==> src/rtl/ls1u_bus_pkg.sv <==
// Shared types and constants for the LS1u core memory responder.
package ls1u_bus_pkg;

  localparam int unsigned TAG_W  = 24;
  localparam int unsigned WORD_W = 16;
  localparam int unsigned BYTE_W = 8;

  // Instruction class field value marking a data load
  localparam logic [4:0] FUNCT5_LOAD = 5'h04;

  // External memory read latency in cycles (strobe to data)
  localparam int unsigned MEM_RD_LAT = 1;

  typedef enum logic [2:0] {
    ST_IDLE,
    ST_WR,
    ST_F_LO,
    ST_F_HI,
    ST_F_END,
    ST_L_RD,
    ST_L_CAP
  } state_e;

  // True when the instruction word requests a data load
  function automatic logic is_load_op(input logic [WORD_W-1:0] w);
    return w[15:11] == FUNCT5_LOAD;
  endfunction

endpackage

==> src/rtl/ls1u_mem_responder.sv <==
// LS1u bus responder: one-word fetch register, one-byte load register and a
// one-entry store buffer in front of a single-port 8-bit synchronous memory.
module ls1u_mem_responder
  import ls1u_bus_pkg::*;
#(
  parameter int unsigned    AW    = 20,
  parameter logic [AW-1:0]  IBASE = '0,
  parameter logic [AW-1:0]  DBASE = AW'(32'h0008_0000)
) (
  input  logic              clk,
  input  logic              rst,
  input  logic [TAG_W-1:0]  iaddr,
  output logic [WORD_W-1:0] instr,
  input  logic [TAG_W-1:0]  daddr,
  output logic [BYTE_W-1:0] ddata_i,
  input  logic [BYTE_W-1:0] ddata_o,
  input  logic              dwrite,
  output logic              WAIT,
  output logic [AW-1:0]     mem_addr,
  output logic              mem_re,
  output logic              mem_we,
  output logic [BYTE_W-1:0] mem_wdata,
  input  logic [BYTE_W-1:0] mem_rdata
);

  state_e              state_q, state_d;
  logic [TAG_W-1:0]    itag_q, itag_d;
  logic [WORD_W-1:0]   iword_q, iword_d;
  logic                ivalid_q, ivalid_d;
  logic [TAG_W-1:0]    ltag_q, ltag_d;
  logic [BYTE_W-1:0]   lbyte_q, lbyte_d;
  logic                lvalid_q, lvalid_d;
  logic [TAG_W-1:0]    waddr_q, waddr_d;
  logic [BYTE_W-1:0]   wdata_q, wdata_d;
  logic                wfull_q, wfull_d;

  logic                ihit, lhit, is_load, wait_c, wr_hits_iword;
  logic [AW-1:0]       i_lo_addr, i_hi_addr, l_addr, w_addr;

  // Hit detection, stall request and byte addresses (all wrap modulo 2^AW)
  assign ihit          = ivalid_q && (itag_q == iaddr);
  assign lhit          = lvalid_q && (ltag_q == daddr);
  assign is_load       = ihit && is_load_op(iword_q);
  assign wait_c        = !ihit || dwrite || wfull_q || (is_load && !lhit);
  assign i_lo_addr     = IBASE + AW'({itag_q, 1'b0});
  assign i_hi_addr     = i_lo_addr + AW'(1);
  assign l_addr        = DBASE + AW'(ltag_q);
  assign w_addr        = DBASE + AW'(waddr_q);
  assign wr_hits_iword = (w_addr == i_lo_addr) || (w_addr == i_hi_addr);

  // Next-state logic for the sequencer and the fetch/load/store registers
  always_comb begin
    state_d  = state_q;
    itag_d   = itag_q;
    iword_d  = iword_q;
    ivalid_d = ivalid_q;
    ltag_d   = ltag_q;
    lbyte_d  = lbyte_q;
    lvalid_d = lvalid_q;
    waddr_d  = waddr_q;
    wdata_d  = wdata_q;
    wfull_d  = wfull_q;

    // A store arriving while the buffer is occupied is dropped
    if (dwrite && !wfull_q) begin
      waddr_d = daddr;
      wdata_d = ddata_o;
      wfull_d = 1'b1;
    end

    // Each completed load consumes its byte so the next one re-reads memory
    if (is_load && lhit && !wait_c) begin
      lvalid_d = 1'b0;
    end

    unique case (state_q)
      ST_IDLE: begin
        if (wfull_q) begin
          state_d = ST_WR;
        end else if (!ihit) begin
          itag_d   = iaddr;
          ivalid_d = 1'b0;
          state_d  = ST_F_LO;
        end else if (is_load && !lhit) begin
          ltag_d   = daddr;
          lvalid_d = 1'b0;
          state_d  = ST_L_RD;
        end
      end
      ST_WR: begin
        wfull_d = 1'b0;
        if (wr_hits_iword) ivalid_d = 1'b0;
        if (waddr_q == ltag_q) lvalid_d = 1'b0;
        state_d = ST_IDLE;
      end
      ST_F_LO:  state_d = ST_F_HI;
      ST_F_HI: begin
        iword_d[7:0] = mem_rdata;
        state_d      = ST_F_END;
      end
      ST_F_END: begin
        iword_d[15:8] = mem_rdata;
        ivalid_d      = 1'b1;
        state_d       = ST_IDLE;
      end
      ST_L_RD:  state_d = ST_L_CAP;
      ST_L_CAP: begin
        lbyte_d  = mem_rdata;
        lvalid_d = 1'b1;
        state_d  = ST_IDLE;
      end
      default:  state_d = ST_IDLE;
    endcase
  end

  // Memory strobes and core-facing outputs, forced quiet while in reset
  always_comb begin
    mem_re   = 1'b0;
    mem_we   = 1'b0;
    mem_addr = '0;
    unique case (state_q)
      ST_WR:    begin mem_we = 1'b1; mem_addr = w_addr;    end
      ST_F_LO:  begin mem_re = 1'b1; mem_addr = i_lo_addr; end
      ST_F_HI:  begin mem_re = 1'b1; mem_addr = i_hi_addr; end
      ST_L_RD:  begin mem_re = 1'b1; mem_addr = l_addr;    end
      default:  ;
    endcase
    if (!rst) begin
      mem_re   = 1'b0;
      mem_we   = 1'b0;
      mem_addr = '0;
    end
    mem_wdata = wdata_q;
    instr     = (rst && ihit) ? iword_q : '0;
    ddata_i   = rst ? lbyte_q : '0;
    WAIT      = !rst || wait_c;
  end

  // State and register update with synchronous active-low reset
  always_ff @(posedge clk) begin
    if (!rst) begin
      state_q  <= ST_IDLE;
      itag_q   <= '0;
      iword_q  <= '0;
      ivalid_q <= 1'b0;
      ltag_q   <= '0;
      lbyte_q  <= '0;
      lvalid_q <= 1'b0;
      waddr_q  <= '0;
      wdata_q  <= '0;
      wfull_q  <= 1'b0;
    end else begin
      state_q  <= state_d;
      itag_q   <= itag_d;
      iword_q  <= iword_d;
      ivalid_q <= ivalid_d;
      ltag_q   <= ltag_d;
      lbyte_q  <= lbyte_d;
      lvalid_q <= lvalid_d;
      waddr_q  <= waddr_d;
      wdata_q  <= wdata_d;
      wfull_q  <= wfull_d;
    end
  end

endmodule

==> config.mk <==
export PLATFORM = sky130hd
export DESIGN_NAME = ls1u_mem_responder
export DESIGN_NICKNAME = d
export VERILOG_FILES = /design/src/rtl/ls1u_bus_pkg.sv /design/src/rtl/ls1u_mem_responder.sv
export SDC_FILE = /design/constraint.sdc
export NUM_CORES = 1
export LEC_CHECK = 0
export CORE_MARGIN = 4
export CORE_UTILIZATION = 56
export CTS_CLUSTER_DIAMETER = 50
export DETAILED_ROUTE_END_ITERATION = 8
export PLACE_DENSITY_LB_ADDON = 0.25
export SLEW_MARGIN = 20
export SYNTH_ARGS = -nofsm -noshare
export SYNTH_HDL_FRONTEND = slang
export SYNTH_SLANG_ARGS = --single-unit
export TNS_END_PERCENT = 1
==> constraint.sdc <==
create_clock -name clk -period 9.18 [get_ports clk]
set_clock_uncertainty 0.05 [all_clocks]
set_input_delay 2.295 -clock clk [delete_from_list [all_inputs] [get_ports clk]]
set_output_delay 2.295 -clock clk [all_outputs]
set_load 0.02 [all_outputs]
Yosys cells after proc, flatten, opt, wreduce, memory -nomap -nowiden
Index checks and enable logic that the tools add are counted.

cells by class
  muxes and demuxes = 22
  $add $sub $neg = 3
  bitwise gates (word level) = 3
  reductions and logical operators = 25
  equal/unequal tests = 16

operator list
  cell                      count
  $pmux W20 S4              1
  $eq A24 B24 Y1            3
  $add A20 B20 Y20 const A  2
  $eq A20 B20 Y1            2
  $add A20 B1 Y20 const B   1
  $mux W20                  1
  $mux W16                  1
  $mux W1                   12
  $pmux W3 S4               1
  $eq A3 B3 Y1 const B      3
  $mux W3                   3
  $logic_and A1 B1 Y1       8
  $mux W8                   1
  $reduce_and A4 Y1         2
  $eq A3 B2 Y1 const B      2
  $ne A2 B2 Y1 const B      3
  $pmux W1 S3               2
  $eq A5 B3 Y1 const B      1
  $logic_not A1 Y1          5
  $logic_or A1 B1 Y1        5
  $ne A4 B4 Y1 const B      1
  $eq A3 B1 Y1 const B      1
  $logic_not A3 Y1          1
  $not A1 Y1                3
  other kinds (4)           4

storage, ports and cells
  input port bits = 67
  output and inout port bits = 55
  flip-flop bits (word level) = 110
  logic and storage cells = 80

Logic depth before layout (Yosys ltp)
Gate-level depths: netlist of run 1.

  depth after elaboration = 13
  gate-level depth with buffers = 8
  gate-level depth less buffers = 6

Worst setup path after synthesis of run 1
Ideal clock, no wire load.

  path kind = input to output
  start point = input iaddr[17]
  end point = output instr[10]
  arrival = 4070 ps
  path slack = 2765 ps
  stages = 6
  buffers on the path = 1
  data required time = 6835 ps
  path through = xor2_1 -> nor4_1 -> nand3b_1 -> nor4_1 -> clkbuf_1 -> and3_1

on the way
  word-level cells in the longest chain between the ends = 4

RTL lines
  element              RTL line                   text
  start: declaration   ls1u_mem_responder.sv:12   input logic [TAG_W-1:0] iaddr,
  $eq A24 B24 Y1       ls1u_mem_responder.sv:41   assign ihit = ivalid_q && (itag_q == iaddr);
  $logic_and A1 B1 Y1  ls1u_mem_responder.sv:41
  $logic_and A1 B1 Y1  ls1u_mem_responder.sv:134  instr = (rst && ihit) ? iword_q : '0;
  $mux W16             ls1u_mem_responder.sv:134
  end: declaration     ls1u_mem_responder.sv:13   output logic [WORD_W-1:0] instr,

Every way passes these cells.

Worst setup path in the final report of run 1
  start point = input daddr[23]
  end point = output WAIT

on the way
  word-level cells in the longest chain between the ends = 6

RTL lines
  element              RTL line                   text
  start: declaration   ls1u_mem_responder.sv:14   input logic [TAG_W-1:0] daddr,
  $eq A24 B24 Y1       ls1u_mem_responder.sv:42   assign lhit = lvalid_q && (ltag_q == daddr);
  $logic_and A1 B1 Y1  ls1u_mem_responder.sv:42
  $logic_not A1 Y1     ls1u_mem_responder.sv:44   assign wait_c = !ihit || dwrite || wfull_q || (is_load && !lhit);
  $logic_and A1 B1 Y1  ls1u_mem_responder.sv:44
  $logic_or A1 B1 Y1   ls1u_mem_responder.sv:44
  $logic_or A1 B1 Y1   ls1u_mem_responder.sv:136  WAIT = !rst || wait_c;
  end: declaration     ls1u_mem_responder.sv:18   output logic WAIT,

Every way passes these cells.

==> out/metrics.yaml, run 1 <==
met1_length_mm: 7.02
peakVddDrop_mv: 0.0963
grt_use_total: 0.259
drive_above_1_share: 0.0429
start_kind: "input port"
hold_class: "reg -> reg"
internal-power_uw: 764
syn-num-nets: 756
tightest_slew_ns: 1.00
netlist_area_sq_um: 5930
layout_setup_ws_ns: 1.71
htree_levels: 3
setup_tns_ns: 0
gr-total-overflow: 0
portBuffers: 121
ioPinCount: 122
hold_viol: 0
drtIter0Drc: 352
yosys.area.top_type: "dfxtp_1"
finalCritPeriodShare: 0.814
p_sw_uw: 336
cts_tree: "done"
power_frac_seq: 0.502
async_flop_share: 0
end_kind: "primary output"
drv_cap: 0
wl_mm: 16.3
dp_hpwl_mm: 11.9
yosys_warnings: 0
synthFlopType: "dfxtp_1"
fin_crit_ns: 7.47
avgViaCountPerCell: 5.55
finalNetCount: 855
wl_met2_mm: 7.90
timing.final.max_slew_violations: 0
synthAdderAreaFrac: 0
crit_fanout: 3
seq_area_frac_synth: 0.371
cts.sinks: 110
highest_layer: "met4"
route.antenna.remaining_nets: 0
dp.cells: 913
syn_avg_cell_area_sq_um: 8.61
final_cells: 929
grt_pass1_wl_mm: 26.3
die_h_microns: 111
outcome: "finished clean"
p_leak_nw: 2.54
crit_type: "in -> out"
critPathRequiredTime_ns: 6.84
ys_ff_latch: 110
yosys.area_share.simple: 0.241
dieArea_sq_um: 12300
synth_compound_area_frac: 0.125
place.gp.congestion: 0.863
route.met3.wl_microns: 983
grt_max_degree: 96
slew_headroom: 0.330
drc: 0
synth_edf_count: 0
dr.pass1.iters: 5
hold_buffers: 0
synth_top_area_share: 0.371
rsz0062_at_grt: "no"
p_sw_frac: 0.305
critPathArrivalTime_ns: 5.13
clockPowerShare: 0.275
worstSkewPairLatency_ns: 0.37
antenna_found_initial: 0
coreArea_sq_um: 10300
synth_xor_area_frac: 0.134
power.total_mw: 1.10
synthTopCellsByCount: "dfxtp_1, nand2_1, xnor2_1"
antenna_cells: 0
cts_buffer_depth: 2
cts_buffers: 9
yosys-top-cells-area: "dfxtp_1, xnor2_1, mux2i_1"
start_util: 0.574
area_growth_syn_to_layout_pct: 25.0
synth_top_family_by_area: "simple AND/OR/NAND/NOR gates"
setup_violations: 0
nFillCells: 853
die_w_microns: 111
dpl_worst_slack_ns: 1.72
post_cts_buffers: 0
synth_most_common_cell: "dfxtp_1"
via_count: 5155
synthMuxAreaShare: 0.0964
grt_pass1_vias: 5277
rows: 37
power_density_nw_per_um2: 148
cts_root_buf: "clkbuf_8"
post_drt_wl_per_cell_microns: 17.5
cts-resized-gates: 0
ys_types: 45
syn_inst: 689
clkTransAtPathRegs_ns: 0.11
combPwrFrac: 0.224
fmax_ghz: 0.134
-- worst paths after layout --
path	end	slack, ns	cells past startpoint	start
worst max-delay path	WAIT	1.71	8	daddr[23]
worst min-delay path	mem_wdata[6]	0.42	2	mem_wdata[6]
worst max register to register	ltag_q[18]	6.11	7	state_q[2]
worst min register to register	mem_wdata[6]	0.42	2	mem_wdata[6]
-- logic make-up after synthesis --
family | after synthesis
simple gates | 283
flops | 110
compound gates | 102
xor+xnor | 91
mux | 57
buf+inv | 46
-- per-stage QoR --
step | hold slack (ns) | utilization | area, sq um
finish | 0.419 | 0.718 | 7410
global route | 0.447 | 0.718 | 7410
CTS | 0.422 | 0.718 | 7410
detailed placement | 0.408 | 0.698 | 7210
global placement | 0.396 | 0.698 | 7210
floorplan | 0.389 | - | 5930
-- critical path, cell delays in order --
cell             delay [ns]
clkdlybuf4s50_1        0.45
xnor2_1                0.32
nand4_1                0.16
nor4_1                 0.78
nand2_1                0.26
nand2_1                0.13
nand4_1                0.13
clkdlybuf4s50_1        0.60
-- power by group through the flow --
stage                     Sequential [mW]  Clock [mW]  Combinational, mW
after global routing                0.556       0.329              0.267
final                               0.552       0.302              0.246
after floorplan                     0.543           0              0.168
after global placement              0.560           0              0.238
after CTS                           0.551       0.309              0.245
after detailed placement            0.562           0              0.243
-- cell usage in the layout (no fill, tap or decap), drive strengths merged, types with 3 or more instances in the layout --
| master | count |
|---|---|
| a21boi | 48 |
| a21oi | 18 |
| a22oi | 19 |
| and2 | 10 |
| and3 | 17 |
| buf | 10 |
| clkbuf | 10 |
| clkdlybuf4s50 | 120 |
| dfxtp | 110 |
| inv | 5 |
| mux2i | 56 |
| nand2 | 99 |
| nand3 | 12 |
| nand4 | 15 |
| nor2 | 40 |
| nor2b | 60 |
| nor3 | 4 |
| nor3b | 3 |
| nor4 | 11 |
| o21a | 3 |
| o21ai | 4 |
| or4 | 3 |
| xnor2 | 69 |
| xor2 | 22 |
-- flip-flops by register name (all words and copies together), names as in the netlist --
| signal | flops |
|---|---|
| ltag_q | 24 |
| lbyte_q | 8 |
| state_q | 3 |
| ivalid_q | 1 |
| iword_q | 16 |
| itag_q | 24 |
| waddr_q | 24 |
| mem_wdata | 8 |
| wfull_q | 1 |
| lvalid_q | 1 |
-- metal layers --
metal  track usage  vias to the layer above
li1              -                     2536
met1         0.326                     2425
met2         0.445                      168
met3        0.0513                       26
met4        0.0854                        0
met5             0                        -
-- final cells by class --
cell class                      count  area [sq um]  area share
Clock buffer                       10           138      0.0186
Clock inverter                      6          67.6     0.00911
Inverter                            4          15.0     0.00203
Multi-Input combinational cell    533          3550       0.478
Sequential cell                   110          2200       0.297
Tap cell                          136           170      0.0230
Timing Repair Buffer              130          1270       0.172
Power figures use the tool's default switching activity.
==> run 2, diff against run 1 <==
--- a/config.mk
+++ b/config.mk
@@ -6,7 +6,7 @@
 export NUM_CORES = 1
 export LEC_CHECK = 0
 export CORE_MARGIN = 4
-export CORE_UTILIZATION = 56
+export CORE_UTILIZATION = 47
 export CTS_CLUSTER_DIAMETER = 50
 export DETAILED_ROUTE_END_ITERATION = 8
 export PLACE_DENSITY_LB_ADDON = 0.25
==> constraint.sdc (replaced) <==
create_clock -name clk -period 6.1 [get_ports clk]
set_clock_uncertainty 0.05 [all_clocks]
set_input_delay 1.525 -clock clk [delete_from_list [all_inputs] [get_ports clk]]
set_output_delay 1.525 -clock clk [all_outputs]
set_load 0.02 [all_outputs]
==> out/metrics.yaml, run 2 (same netlist as run 1, synthesis figures left out) <==
grt_pass1_wl_mm: 26.8  # +2.2%
hold_buffers: 0  # unchanged
power_density_nw_per_um2: 244  # +64%
worstSkewPairLatency_ns: 0.35  # -0.02 ns
antenna_found_initial: 0  # unchanged
drc: 0  # unchanged
cts-resized-gates: 0  # unchanged
final_cell_mix: "clkdlybuf4s50_1, dfxtp_1, nand2_1, xnor2_1, nor2b_1"
wl_mm: 16.9  # +3.6%
dieArea_sq_um: 14500  # +18%
post_drt_wl_per_cell_microns: 17.5  # -0.13%
tightest_slew_ns: 1.03  # +0.0222 ns
critPathMaxStageDelay_ns: 0.61  # -0.17 ns
finalNetCount: 858  # +0.35%
hold_viol: 0  # unchanged
timing.final.max_slew_violations: 0  # unchanged
post_cts_buffers: 0  # unchanged
cpMostUsedCell: "clkdlybuf4s50_1"
nFillCells: 1082  # +27%
setup_violations: 0  # unchanged
grt_use_total: 0.234  # -0.0248
final_common_cell: "clkdlybuf4s50_1"
gr-total-overflow: 0  # unchanged
reg_top3: "itag_q x24, ltag_q x24, waddr_q x24"
dr.pass1.iters: 6  # +1
slowest_stage: "clkdlybuf4s50_1"
die_h_microns: 120  # +8.5%
coreArea_sq_um: 12200  # +18%
critPathRequiredTime_ns: 4.53  # -2.31 ns
cts_buffers: 9  # unchanged
fin_crit_ns: 5.64
place.gp.congestion: 0.892  # +3.4%
portBuffers: 121  # unchanged
outcome: "finished clean"
die_w_microns: 120  # +8.5%
avgViaCountPerCell: 5.38  # -3.0%
drtIter0Drc: 373  # +6.0%
start_util: 0.488  # -0.0868
cts.sinks: 110  # unchanged
end_kind: "primary output"
finalCritPeriodShare: 0.925
peakVddDrop_mv: 0.132  # +37%
htree_levels: 3  # unchanged
path_buf_inv: 3  # +1
cts_buffer_depth: 2  # unchanged
dp_hpwl_mm: 12.4  # +4.7%
crit_type: "in -> out"
fmax_ghz: 0.177
rows: 40  # +8.1%
p_leak_nw: 2.62  # +3.2%
cts_root_buf: "clkbuf_16"
rsz0062_at_grt: "no"
area_growth_syn_to_layout_pct: 28.3
crit_fanout: 19  # +16
slew_headroom: 0.315  # -0.0148
crit_chain: "clkdlybuf4s50_1 > xor2_1 > nor4_1 > nand3b_1 > nor4_2 > buf_4 > and3_1 > clkdlybuf4s50_1"
critPathArrivalTime_ns: 4.07  # -1.06 ns
route.antenna.remaining_nets: 0  # unchanged
antenna_cells: 0  # unchanged
drive_above_1_share: 0.0477  # +0.00486
grt_max_degree: 51  # -47%
crit_family: "buffers and inverters"
via_count: 5187  # +0.62%
grt_pass1_vias: 5225  # -0.99%
start_kind: "input port"
ioPinCount: 122  # unchanged
setup_tns_ns: 0  # unchanged
whs_ns: 0.417  # -0.00183 ns
clkTransAtPathRegs_ns: 0.07  # -0.04 ns
drv_cap: 0  # unchanged
hold_class: "reg -> reg"
cts_tree: "done"
-- run 2: changes by cell type in the layout (fill, tap and decap cells not counted), sizes merged --
cell,delta
buf,+3
inv,-2
bufinv,+1
clkbuf,+1
clkinv,+1
clkinvlp,-1
-- run 2: through the flow --
stage / cell area [sq um] / total power, mW / worst slack [ns] / utilization / std cells
after floorplan: 5930 / 1.07 / 1.22 / - / 689
after global placement: 7280 / 1.21 / 0.608 / 0.598 / 948
after detailed placement: 7280 / 1.21 / 0.465 / 0.598 / 948
after global routing: 7610 / 1.94 / 0.263 / 0.626 / 964
final: 7610 / 1.85 / 0.458 / 0.626 / 964
after CTS: 7610 / 1.86 / 0.437 / 0.626 / 964
-- run 2: report_power, final --
group / internal [mW] / leakage [nW] / switching [mW]
Sequential: 0.761 / 0.897 / 0.0704
Clock: 0.383 / 0.162 / 0.270
Combinational: 0.186 / 1.57 / 0.183
-- run 2: path summary, 6_finish.rpt --
path	start	end	slack [ns]	cells past startpoint
setup / recovery	iaddr[17]	instr[6]	0.46	8
hold / removal	iword_q[1]	iword_q[1]	0.42	2
setup reg to reg	state_q[1]	ltag_q[0]	3.10	7
hold reg to reg	iword_q[1]	iword_q[1]	0.42	2
-- run 2: area by class of cell --
cell class / instances / area [sq um] / area share
Clock buffer: 11 / 253 / 0.0332
Clock inverter: 5 / 81.3 / 0.0107
Inverter: 4 / 15.0 / 0.00197
Multi-Input combinational cell: 533 / 3550 / 0.467
Sequential cell: 110 / 2200 / 0.289
Tap cell: 168 / 210 / 0.0276
Timing Repair Buffer: 133 / 1300 / 0.170
-- run 2: tightest hold or removal path: stages, from the launching register on --
cell and delay [ns]:
dfxtp_1 0.31, nand2_1 0.05, a21boi_0 0.06
-- run 2: per-layer routing --
layer	track usage	share of wire
met4	0.0793	0.021
met3	0.0547	0.069
met1	0.294	0.43
met2	0.397	0.48
met5	0	0
